<file path="config.mk">
export PLATFORM = sky130hd
export DESIGN_NAME = param_seq_detector
export DESIGN_NICKNAME = d
export VERILOG_FILES = /design/src/rtl/param_seq_detector.sv
export SDC_FILE = /design/constraint.sdc
export NUM_CORES = 1
export LEC_CHECK = 0
export BUFFER_PORTS_ARGS = -buffer_cell sky130_fd_sc_hd__buf_2
export CAP_MARGIN = 20
export CORE_AREA = 4 4 41 43
export DETAILED_ROUTE_END_ITERATION = 6
export DIE_AREA = 0 0 45 47
export PLACE_DENSITY = 0.83
export RECOVER_POWER = 25
export SLEW_MARGIN = 20
export SYNTH_ARGS = -nofsm -noshare
export SYNTH_HDL_FRONTEND = slang
export SYNTH_SLANG_ARGS = --single-unit
</file>
<file path="constraint.sdc">
create_clock -name clk -period 1.9 [get_ports clk]
set_input_delay 0.19 -clock clk [delete_from_list [all_inputs] [get_ports clk]]
set_output_delay 0.19 -clock clk [all_outputs]
set_load 0.01 [all_outputs]
</file>
<file path="src/rtl/param_seq_detector.sv">
// Mealy serial pattern detector: NUM_PAT programmable SEQ_LEN-bit patterns, framed or sliding.
// Optional saturating match counter enabled by defining PARAM_SEQ_DETECTOR_MATCH_CNT_EN.
module param_seq_detector #(
  parameter int unsigned SEQ_LEN = 4,
  parameter int unsigned NUM_PAT = 3,
  parameter int unsigned CNT_W   = 8
) (
  input  logic                       clk,
  input  logic                       rst,
  input  logic                       in,
  input  logic                       in_valid,
  input  logic                       clr,
  input  logic                       mode,
  input  logic [NUM_PAT*SEQ_LEN-1:0] pat_flat,
  input  logic [NUM_PAT-1:0]         pat_en,
  output logic                       dec,
  output logic [2:0]                 match_id,
  output logic [CNT_W-1:0]           match_cnt
);

  localparam int unsigned HIST_W = SEQ_LEN - 1;
  localparam int unsigned IDX_W  = $clog2(SEQ_LEN);
  localparam logic [IDX_W-1:0] LAST = IDX_W'(SEQ_LEN - 1);

  logic [HIST_W-1:0]  hist;
  logic [IDX_W-1:0]   fill;
  logic [IDX_W-1:0]   fidx;
  logic [SEQ_LEN-1:0] cand;
  logic [NUM_PAT-1:0] hit;
  logic               armed;
  logic               accept;
  logic [2:0]         low_id;

  assign accept = in_valid && !rst && !clr;
  assign cand   = {hist, in};

  // Per-slot compare against the live pattern table
  always_comb begin
    hit = '0;
    for (int i = 0; i < int'(NUM_PAT); i++) begin
      hit[i] = pat_en[i] && (cand == pat_flat[i*SEQ_LEN +: SEQ_LEN]);
    end
  end

  // Lowest-index hit wins
  always_comb begin
    low_id = 3'd0;
    for (int i = int'(NUM_PAT) - 1; i >= 0; i--) begin
      if (hit[i]) low_id = 3'(i);
    end
  end

  // Framed mode fires only at frame end; sliding mode once the history is primed
  assign armed    = mode ? (fill == LAST) : (fidx == LAST);
  assign dec      = accept && armed && (|hit);
  assign match_id = dec ? low_id : 3'd0;

  always_ff @(posedge clk) begin
    if (rst || clr) begin
      hist <= '0;
      fill <= '0;
      fidx <= '0;
    end else if (in_valid) begin
      hist <= HIST_W'(cand);
      fill <= (fill == LAST) ? LAST : fill + IDX_W'(1);
      fidx <= (fidx == LAST) ? '0 : fidx + IDX_W'(1);
    end
  end

`ifdef PARAM_SEQ_DETECTOR_MATCH_CNT_EN
  logic [CNT_W-1:0] cnt;

  // Saturating match counter; survives clr
  always_ff @(posedge clk) begin
    if (rst) begin
      cnt <= '0;
    end else if (dec && !(&cnt)) begin
      cnt <= cnt + CNT_W'(1);
    end
  end

  assign match_cnt = cnt;
`else
  assign match_cnt = '0;
`endif

endmodule
</file>
==> out/results.ini, run 1 <==
[outcome]
outcome=finished, final reports clean

[clock_network]
cts.path.max_buffers=2
clk_pin_slew_ps=50
cts_tree=yes
clock-sinks=7
cts_made_buffers=3
clock_latency_ps=250
postCtsSetupRepairBufs=0
clk_root_buffer_cell=clkbuf_4
cts_htree_levels=1

[placed_design]
numPortBuffers=23
gp_congestion=0.679
placed_cell_area_sq_um=616

[synthesis]
yosys-top-cells-area=dfxtp_1, xor2_1, buf_4
ys_types=23
synthCells=65
yosysTopAreaCell=dfxtp_1
yosysTopAreaCellShare_pct=26.0
syn_area_per_cell_sq_um=8.30
syn_area_sq_um=539
synth-seq-cells=7
yosysSeqAreaShare_pct=26.0
yosysWarnings=0

[worst_setup_path]
path_delay_family=compound AO/OA/AOI/OAI gates
worstSetupStartpointType=flop
max_stage_delay_ps=340
setup.worst_path.end_class=output pin
critPathKind=reg2out
path_cells=ha_1 > nand2b_1 > a211o_1 > a31o_1 > nor3b_2 > buf_2
required_ps=1710
worst-path-max-fanout=2
crit_buf_inv=1
cp_data_arrival_time_ps=1590
cp_slowest_cell=dfxtp_1
crit_start=fidx[1]
reg2reg_from=fidx[0]
ff2ff_setup_slack_ps=990

[timing]
report.final.slew_viol_count=0
min_period_ps=1780
setup_violations=0
setup_tns_ps=0
timing.fmax_mhz=563
finalClockSkew_ps=4.84
fin_crit_sh_pct=93.6
hold_viol=0
rsz0062_at_grt=false
fin_hold_ws_ps=274

[grt]
grt_util_all_layers_pct=10.3
grt_overflow=0
antenna_found_initial=0
grt_pass1_wl_um=1540
grt_pass1_vias=396
grt_max_degree=9

[route]
drcViolationCount=0
routed.top_layer=met4
first_pass_iters=3
vias=467
wl_met1_um=381
wire_per_inst_um=9.55
wl_met3_um=126
drtIter0Drc=5
wl_met2_um=450
routed_wl_um=984
drtAntennaViolNets=0
viasPerCell=4.53

[pwr]
power_uw=357
power.density_mw_per_mm2=555
leakage_nw=0.326
ir_worst_vdd_mv=0.560

[worst_hold_path]
min-delay-start=in
worstHoldPathType=in2reg

[layout]
area_delta_synth_final_pct=19.3
fin_nets=111
drive_gt1_share_pct=33.0
nFillCells=132
final_area_sq_um=643
antennaDiodeCount=0

[floorplan]
start_util_pct=41.4
die_area_sq_mm=0.00212
coreArea_sq_mm=0.00130
die_x_um=45
boundaryPins=33
num_rows=13
die_y_um=47

[run]
drv_cap=0

-- timing repair --
| item | in CTS | in global routing |
|---|---|---|
| setup endpoints to repair | 0 | 1 |
| resized for setup | 0 | 1 |
| hold buffers | 0 | 0 |
-- cells in the final DEF, fill, tap and decap left out, types with 2 or more instances in the layout --
| cell | instances |
|---|---|
| nor2_1 | 9 |
| buf_2 | 23 |
| nor3_1 | 4 |
| nand3_1 | 4 |
| xnor2_1 | 3 |
| xor2_1 | 9 |
| dfxtp_1 | 6 |
| clkbuf_4 | 3 |
| conb_1 | 9 |
| a21oi_1 | 2 |
| mux2i_1 | 4 |
-- path summary, 6_finish.rpt --
| path | to | cells after the start |
|---|---|---|
| min reg2reg | fidx[0] | 2 |
| max reg2reg | fidx[1] | 3 |
| max | match_id[1] | 6 |
| min | hist[0] | 3 |
-- routing by layer --
| metal | GRT usage [%] | vias up |
|---|---|---|
| met1 | 10.9 | 191 |
| li1 | - | 243 |
| met4 | 7.02 | 0 |
| met3 | 4.21 | 4 |
| met5 | 0 | - |
| met2 | 16.9 | 29 |
-- state kept, by name, summed over array words and instances (netlist names) --
| register | cells |
|---|---|
| fill | 2 |
| fidx | 2 |
| hist | 3 |
-- cell usage after synthesis --
master	instances
buf_4	9
nor2_1	9
xor2_1	9
dfxtp_1	7
mux2i_1	4
nand3_1	4
nor3_1	4
xnor2_1	3
a21oi_1	2
a211o_1	1
a31o_1	1
a31oi_1	1
buf_2	1
buf_6	1
clkbuf_1	1
conb_1	1
ha_1	1
inv_1	1
nand2_1	1
nand2b_1	1
nor3_2	1
nor3b_2	1
or2_1	1
-- power by group --
group          total (mW)  switching (mW)  internal, mW
logic              0.0661          0.0342        0.0319
registers           0.155         0.00385         0.151
clock network       0.136          0.0562        0.0802
total               0.357          0.0942         0.263
-- logic make-up after synthesis --
group,count (synthesis),share of synthesized area [%]
buffers and inverters,13,16.9
other,1,0.695
xor gates and xnor gates,12,19.5
DFF,7,26.0
and+or+nand+nor,22,20.9
AOI/OAI and AO/OA,5,6.27
adders and majority gates,1,2.32
muxes,4,7.42
-- area by class of cell --
cell class	count	area, sq um	area share [%]
Timing Repair Buffer	23	115	17.9
Multi-Input combinational cell	53	338	52.5
Tap cell	15	18.8	2.92
Inverter	1	3.75	0.584
Clock buffer	4	26.3	4.09
Sequential cell	7	141	22.0
-- per-stage QoR --
step,std cells,util [%],setup slack [ps]
6_report,103,49.4,122
3_3_place_gp,99,47.3,303
4_1_cts,103,49.3,88.4
5_1_grt,103,49.4,5.77
2_1_floorplan,73,-,479
3_5_place_dp,99,47.3,291
-- worst min-delay path, cell delays in order --
cell,delay (ps)
buf_2,140
mux2i_1,80
nor2_1,80
Note: power is estimated with default switching activity, not from simulation.
==> run 2, diff against run 1 <==
--- a/config.mk
+++ b/config.mk
@@ -8,6 +8,7 @@
 export BUFFER_PORTS_ARGS = -buffer_cell sky130_fd_sc_hd__buf_2
 export CAP_MARGIN = 20
 export CORE_AREA = 4 4 41 43
+export CTS_BUF_LIST = sky130_fd_sc_hd__clkbuf_4 sky130_fd_sc_hd__clkbuf_8 sky130_fd_sc_hd__clkbuf_16
 export DETAILED_ROUTE_END_ITERATION = 6
 export DIE_AREA = 0 0 45 47
 export PLACE_DENSITY = 0.83
==> out/results.ini, run 2 (synthesis gave the netlist of run 1 again) <==
[outcome]
outcome=finished, final reports clean

[placed_design]
placed_cell_area_sq_um=616
gp_congestion=0.679
numPortBuffers=23

[layout]
drive_gt1_share_pct=34.1
multi_input_area_sq_um=338
fin_nets=111
nFillCells=130
largestRegisters=hist x3, fidx x2, fill x2
antennaDiodeCount=0
layout_common_cells=buf_2, xor2_1, nor2_1, conb_1, dfxtp_1
regMostFlops=hist
regArea_sq_um=141
area_delta_synth_final_pct=20.0
largest_register_ffs=3
final_util_pct=49.7
final_area_sq_um=647
layout_commonest_cell=buf_2

[grt]
grt_overflow=0
antenna_found_initial=0
grt_pass1_wl_um=1520
grt_pass1_vias=398
grt_util_all_layers_pct=10.2
grt_max_degree=9

[route]
drcViolationCount=0
drtAntennaViolNets=0
first_pass_iters=3
vias=469
drtIter0Drc=5
wire_per_inst_um=9.48
routed_wl_um=976
viasPerCell=4.55

[timing]
min_period_ps=1760
report.final.slew_viol_count=0
finalClockSkew_ps=5.15
hold_viol=0
timing.fmax_mhz=567
rsz0062_at_grt=false
fin_crit_sh_pct=92.9
setup_tns_ps=0
setup_violations=0

[clock_network]
clock_latency_ps=250
clk_pin_slew_ps=50
cts_made_buffers=3
hold_buffers=0
clk_root_buffer_cell=clkbuf_4
cts_tree=yes
clock-sinks=7
postCtsSetupRepairBufs=0
cts_htree_levels=1
ctsResizeCount=0
cts.path.max_buffers=2

[worst_setup_path]
max_stage_delay_ps=340
critPathKind=reg2out
cp_data_arrival_time_ps=1570
setup.worst_path.end_class=output pin
required_ps=1710
worstSetupStartpointType=flop
worst-path-max-fanout=2
path_cells=ha_1 > nand2b_1 > a211o_1 > a31o_1 > nor3b_2 > buf_2
cp_slowest_cell=dfxtp_1

[pwr]
power_frac_seq_pct=41.7
leakage_nw=0.329
power.density_mw_per_mm2=574
clockPowerShare_pct=40.6
p_switching_uw=94.1
ir_worst_vdd_mv=0.558
p_int_uw=277
power_frac_comb_pct=17.8
sw_frac_of_total_pct=25.3

[floorplan]
coreArea_sq_mm=0.00130
start_util_pct=41.4
boundaryPins=33
num_rows=13
die_x_um=45
die_area_sq_mm=0.00212
die_y_um=47

[run]
drv_cap=0

[worst_hold_path]
worstHoldPathType=in2reg

## run 2: cell count changes in the layout (fill, tap and decap cells not counted)
| cell | change |
|---|---|
| clkbuf_1 | -1 |
| clkbuf_4 | +1 |
## run 2: power by group through the flow
stage / combinational (mW) / clock (mW) / sequential, mW
6_report: 0.0660 / 0.151 / 0.155
5_1_grt: 0.0742 / 0.167 / 0.155
4_1_cts: 0.0662 / 0.156 / 0.154
3_5_place_dp: 0.0660 / 0 / 0.158
3_3_place_gp: 0.0651 / 0 / 0.157
2_1_floorplan: 0.0574 / 0 / 0.156
## run 2: layout make-up
| cell class | count | share of cell area [%] |
|---|---|---|
| clock buffer | 4 | 4.64 |
| inverter | 1 | 0.580 |
| multi-input combinational | 53 | 52.2 |
| sequential | 7 | 21.9 |
| tap | 15 | 2.90 |
| timing repair buffer | 23 | 17.8 |
## run 2: critical path: cells and delay by family, from the launching register on
kind	cells	cell delay [ps]
compound gates	2	480
fa+ha+maj	1	160
flops	1	340
simple gates	2	200
buf+inv	1	140
## run 2: metal layers
| layer | vias up | track usage (%) | wire, um |
|---|---|---|---|
| met2 | 29 | 16.9 | 455 |
| met3 | 4 | 4.21 | 126 |
| li1 | 243 | - | - |
| met4 | 0 | 7.02 | 25 |
| met1 | 193 | 10.5 | 368 |
| met5 | - | 0 | 0 |
## run 2: through the flow
stage / power, mW / worst slack (ps) / hold slack (ps) / std cells
final: 0.371 / 135 / 274 / 103
after detailed placement: 0.224 / 291 / 495 / 99
after CTS: 0.376 / 86.4 / 274 / 103
after global placement: 0.222 / 303 / 481 / 99
after global routing: 0.396 / 21.6 / 335 / 103
after floorplan: 0.213 / 479 / 337 / 73
## run 2: worst paths after layout
check	startpoint	end	slack (ps)	cells past startpoint
max	fidx[1]	match_id[1]	140	6
min	in	hist[0]	270	3
max reg2reg	fidx[0]	fidx[1]	990	3
min reg2reg	fidx[0]	fidx[0]	500	2
==> run 3, diff against run 2 <==
--- a/config.mk
+++ b/config.mk
@@ -11,7 +11,7 @@
 export CTS_BUF_LIST = sky130_fd_sc_hd__clkbuf_4 sky130_fd_sc_hd__clkbuf_8 sky130_fd_sc_hd__clkbuf_16
 export DETAILED_ROUTE_END_ITERATION = 6
 export DIE_AREA = 0 0 45 47
-export PLACE_DENSITY = 0.83
+export PLACE_DENSITY = 0.75
 export RECOVER_POWER = 25
 export SLEW_MARGIN = 20
 export SYNTH_ARGS = -nofsm -noshare
==> out/results.ini, run 3 (synthesis gave the netlist of run 1 again) <==
[outcome]
outcome=finished, final reports clean

[floorplan]
die_y_um=47
start_util_pct=41.4
coreArea_sq_mm=0.00130
die_area_sq_mm=0.00212
boundaryPins=33
die_x_um=45
num_rows=13

[placed_design]
numPortBuffers=23
hpwlAfterDp_um=864
gp_congestion=0.675

[worst_setup_path]
worstSetupStartpointType=flop
cp_data_arrival_time_ps=1580
crit_buf_inv=1
critPathKind=reg2out
setup.worst_path.end_class=output pin
path_delay_family=compound AO/OA/AOI/OAI gates
crit_cells=6
path_cells=ha_1 > nand2b_1 > a211o_1 > a31o_1 > nor3b_2 > buf_2
cp_slowest_cell=dfxtp_2
required_ps=1710
max_stage_delay_ps=330
worst-path-max-fanout=3
worstRegToRegCells=3

[clock_network]
cts.path.max_buffers=2
clk_pin_slew_ps=50
clock_latency_ps=240
clock-sinks=7
cts_htree_levels=1
hold_buffers=0
cts_tree=yes
clk_root_buffer_cell=clkbuf_4
cts_made_buffers=3

[timing]
report.final.slew_viol_count=0
hold_viol=0
setup_tns_ps=0
setup_violations=0
fin_crit_sh_pct=93.1
finalClockSkew_ps=3.19
min_period_ps=1770
timing.fmax_mhz=565
rsz0062_at_grt=false

[pwr]
sw_frac_of_total_pct=24.5
clockPowerShare_pct=39.7
p_switching_uw=89.9
ir_worst_vdd_mv=0.453
leakage_nw=0.329
power_frac_seq_pct=42.1
power_uw=367
power_frac_comb_pct=18.2
power.density_mw_per_mm2=567
p_int_uw=277

[grt]
grt_max_degree=9
grt_overflow=0
antenna_found_initial=0
grt_pass1_wl_um=1570
grt_pass1_vias=419
grt_util_all_layers_pct=10.3

[layout]
layout_commonest_cell=buf_2
regMostFlops=hist
largest_register_ffs=3
drive_gt1_share_pct=34.1
layout_common_cells=buf_2, xor2_1, nor2_1, conb_1, dfxtp_1
largestRegisters=hist x3, fidx x2, fill x2
area_delta_synth_final_pct=20.0
antennaDiodeCount=0
nFillCells=140
fin_nets=111

[worst_hold_path]
whs_path_depth=3
worstHoldPathType=in2reg

[run]
drv_cap=0

[route]
vias=462
drtAntennaViolNets=0
first_pass_iters=3
routed_wl_um=983
drtIter0Drc=9
wire_per_inst_um=9.54
drcViolationCount=0
viasPerCell=4.49

run 3: path summary, 6_finish.rpt:
path | startpoint | slack, ps | to
max | fidx[0] | 130 | match_id[1]
min | in | 270 | hist[0]
max reg2reg | fidx[0] | 970 | fidx[1]
min reg2reg | fill[1] | 500 | fill[1]
run 3: final cells by class:
cell class / count / area [sq um] / share of cell area [%]
clock buffers: 4 / 30.0 / 4.64
inverters: 1 / 3.75 / 0.580
repair buffers: 23 / 115 / 17.8
multi-input cells: 53 / 338 / 52.2
well taps: 15 / 18.8 / 2.90
flip-flops and latches: 7 / 141 / 21.9
run 3: repair_timing:
item,CTS,global route
setup endpoints to repair,0,1
endpoints found under the hold margin,0,0
setup buffers,0,0
gates resized for setup,0,1
run 3: stage by stage:
step | cell area, sq um | hold slack [ps] | worst slack (ps) | cells | utilization, %
2_1_floorplan | 569 | 337 | 479 | 73 | -
3_3_place_gp | 616 | 482 | 300 | 99 | 47.3
3_5_place_dp | 616 | 487 | 292 | 99 | 47.3
4_1_cts | 646 | 273 | 93.1 | 103 | 49.6
5_1_grt | 647 | 311 | 28.8 | 103 | 49.7
6_report | 647 | 273 | 130 | 103 | 49.7
run 3: metal layers:
metal / track usage [%] / share of wire [%] / up-vias / routed length [um]
met3: 2.68 / 9.8 / 2 / 96
met5: 0 / 0 / - / 0
li1: - / - / 240 / -
met1: 11.6 / 36 / 200 / 353
met4: 7.02 / 1.2 / 0 / 12
met2: 16.9 / 53 / 20 / 520
run 3: tightest hold or removal path, stage by stage:
cell and delay, ps:
buf_2 140, mux2i_1 80, nor2_1 70
run 3: power groups by stage:
stage	clock, mW	combinational, mW	sequential (mW)
6_report	0.146	0.0666	0.154
5_1_grt	0.160	0.0751	0.155
4_1_cts	0.151	0.0667	0.154
3_5_place_dp	0	0.0665	0.157
3_3_place_gp	0	0.0652	0.157
2_1_floorplan	0	0.0574	0.156
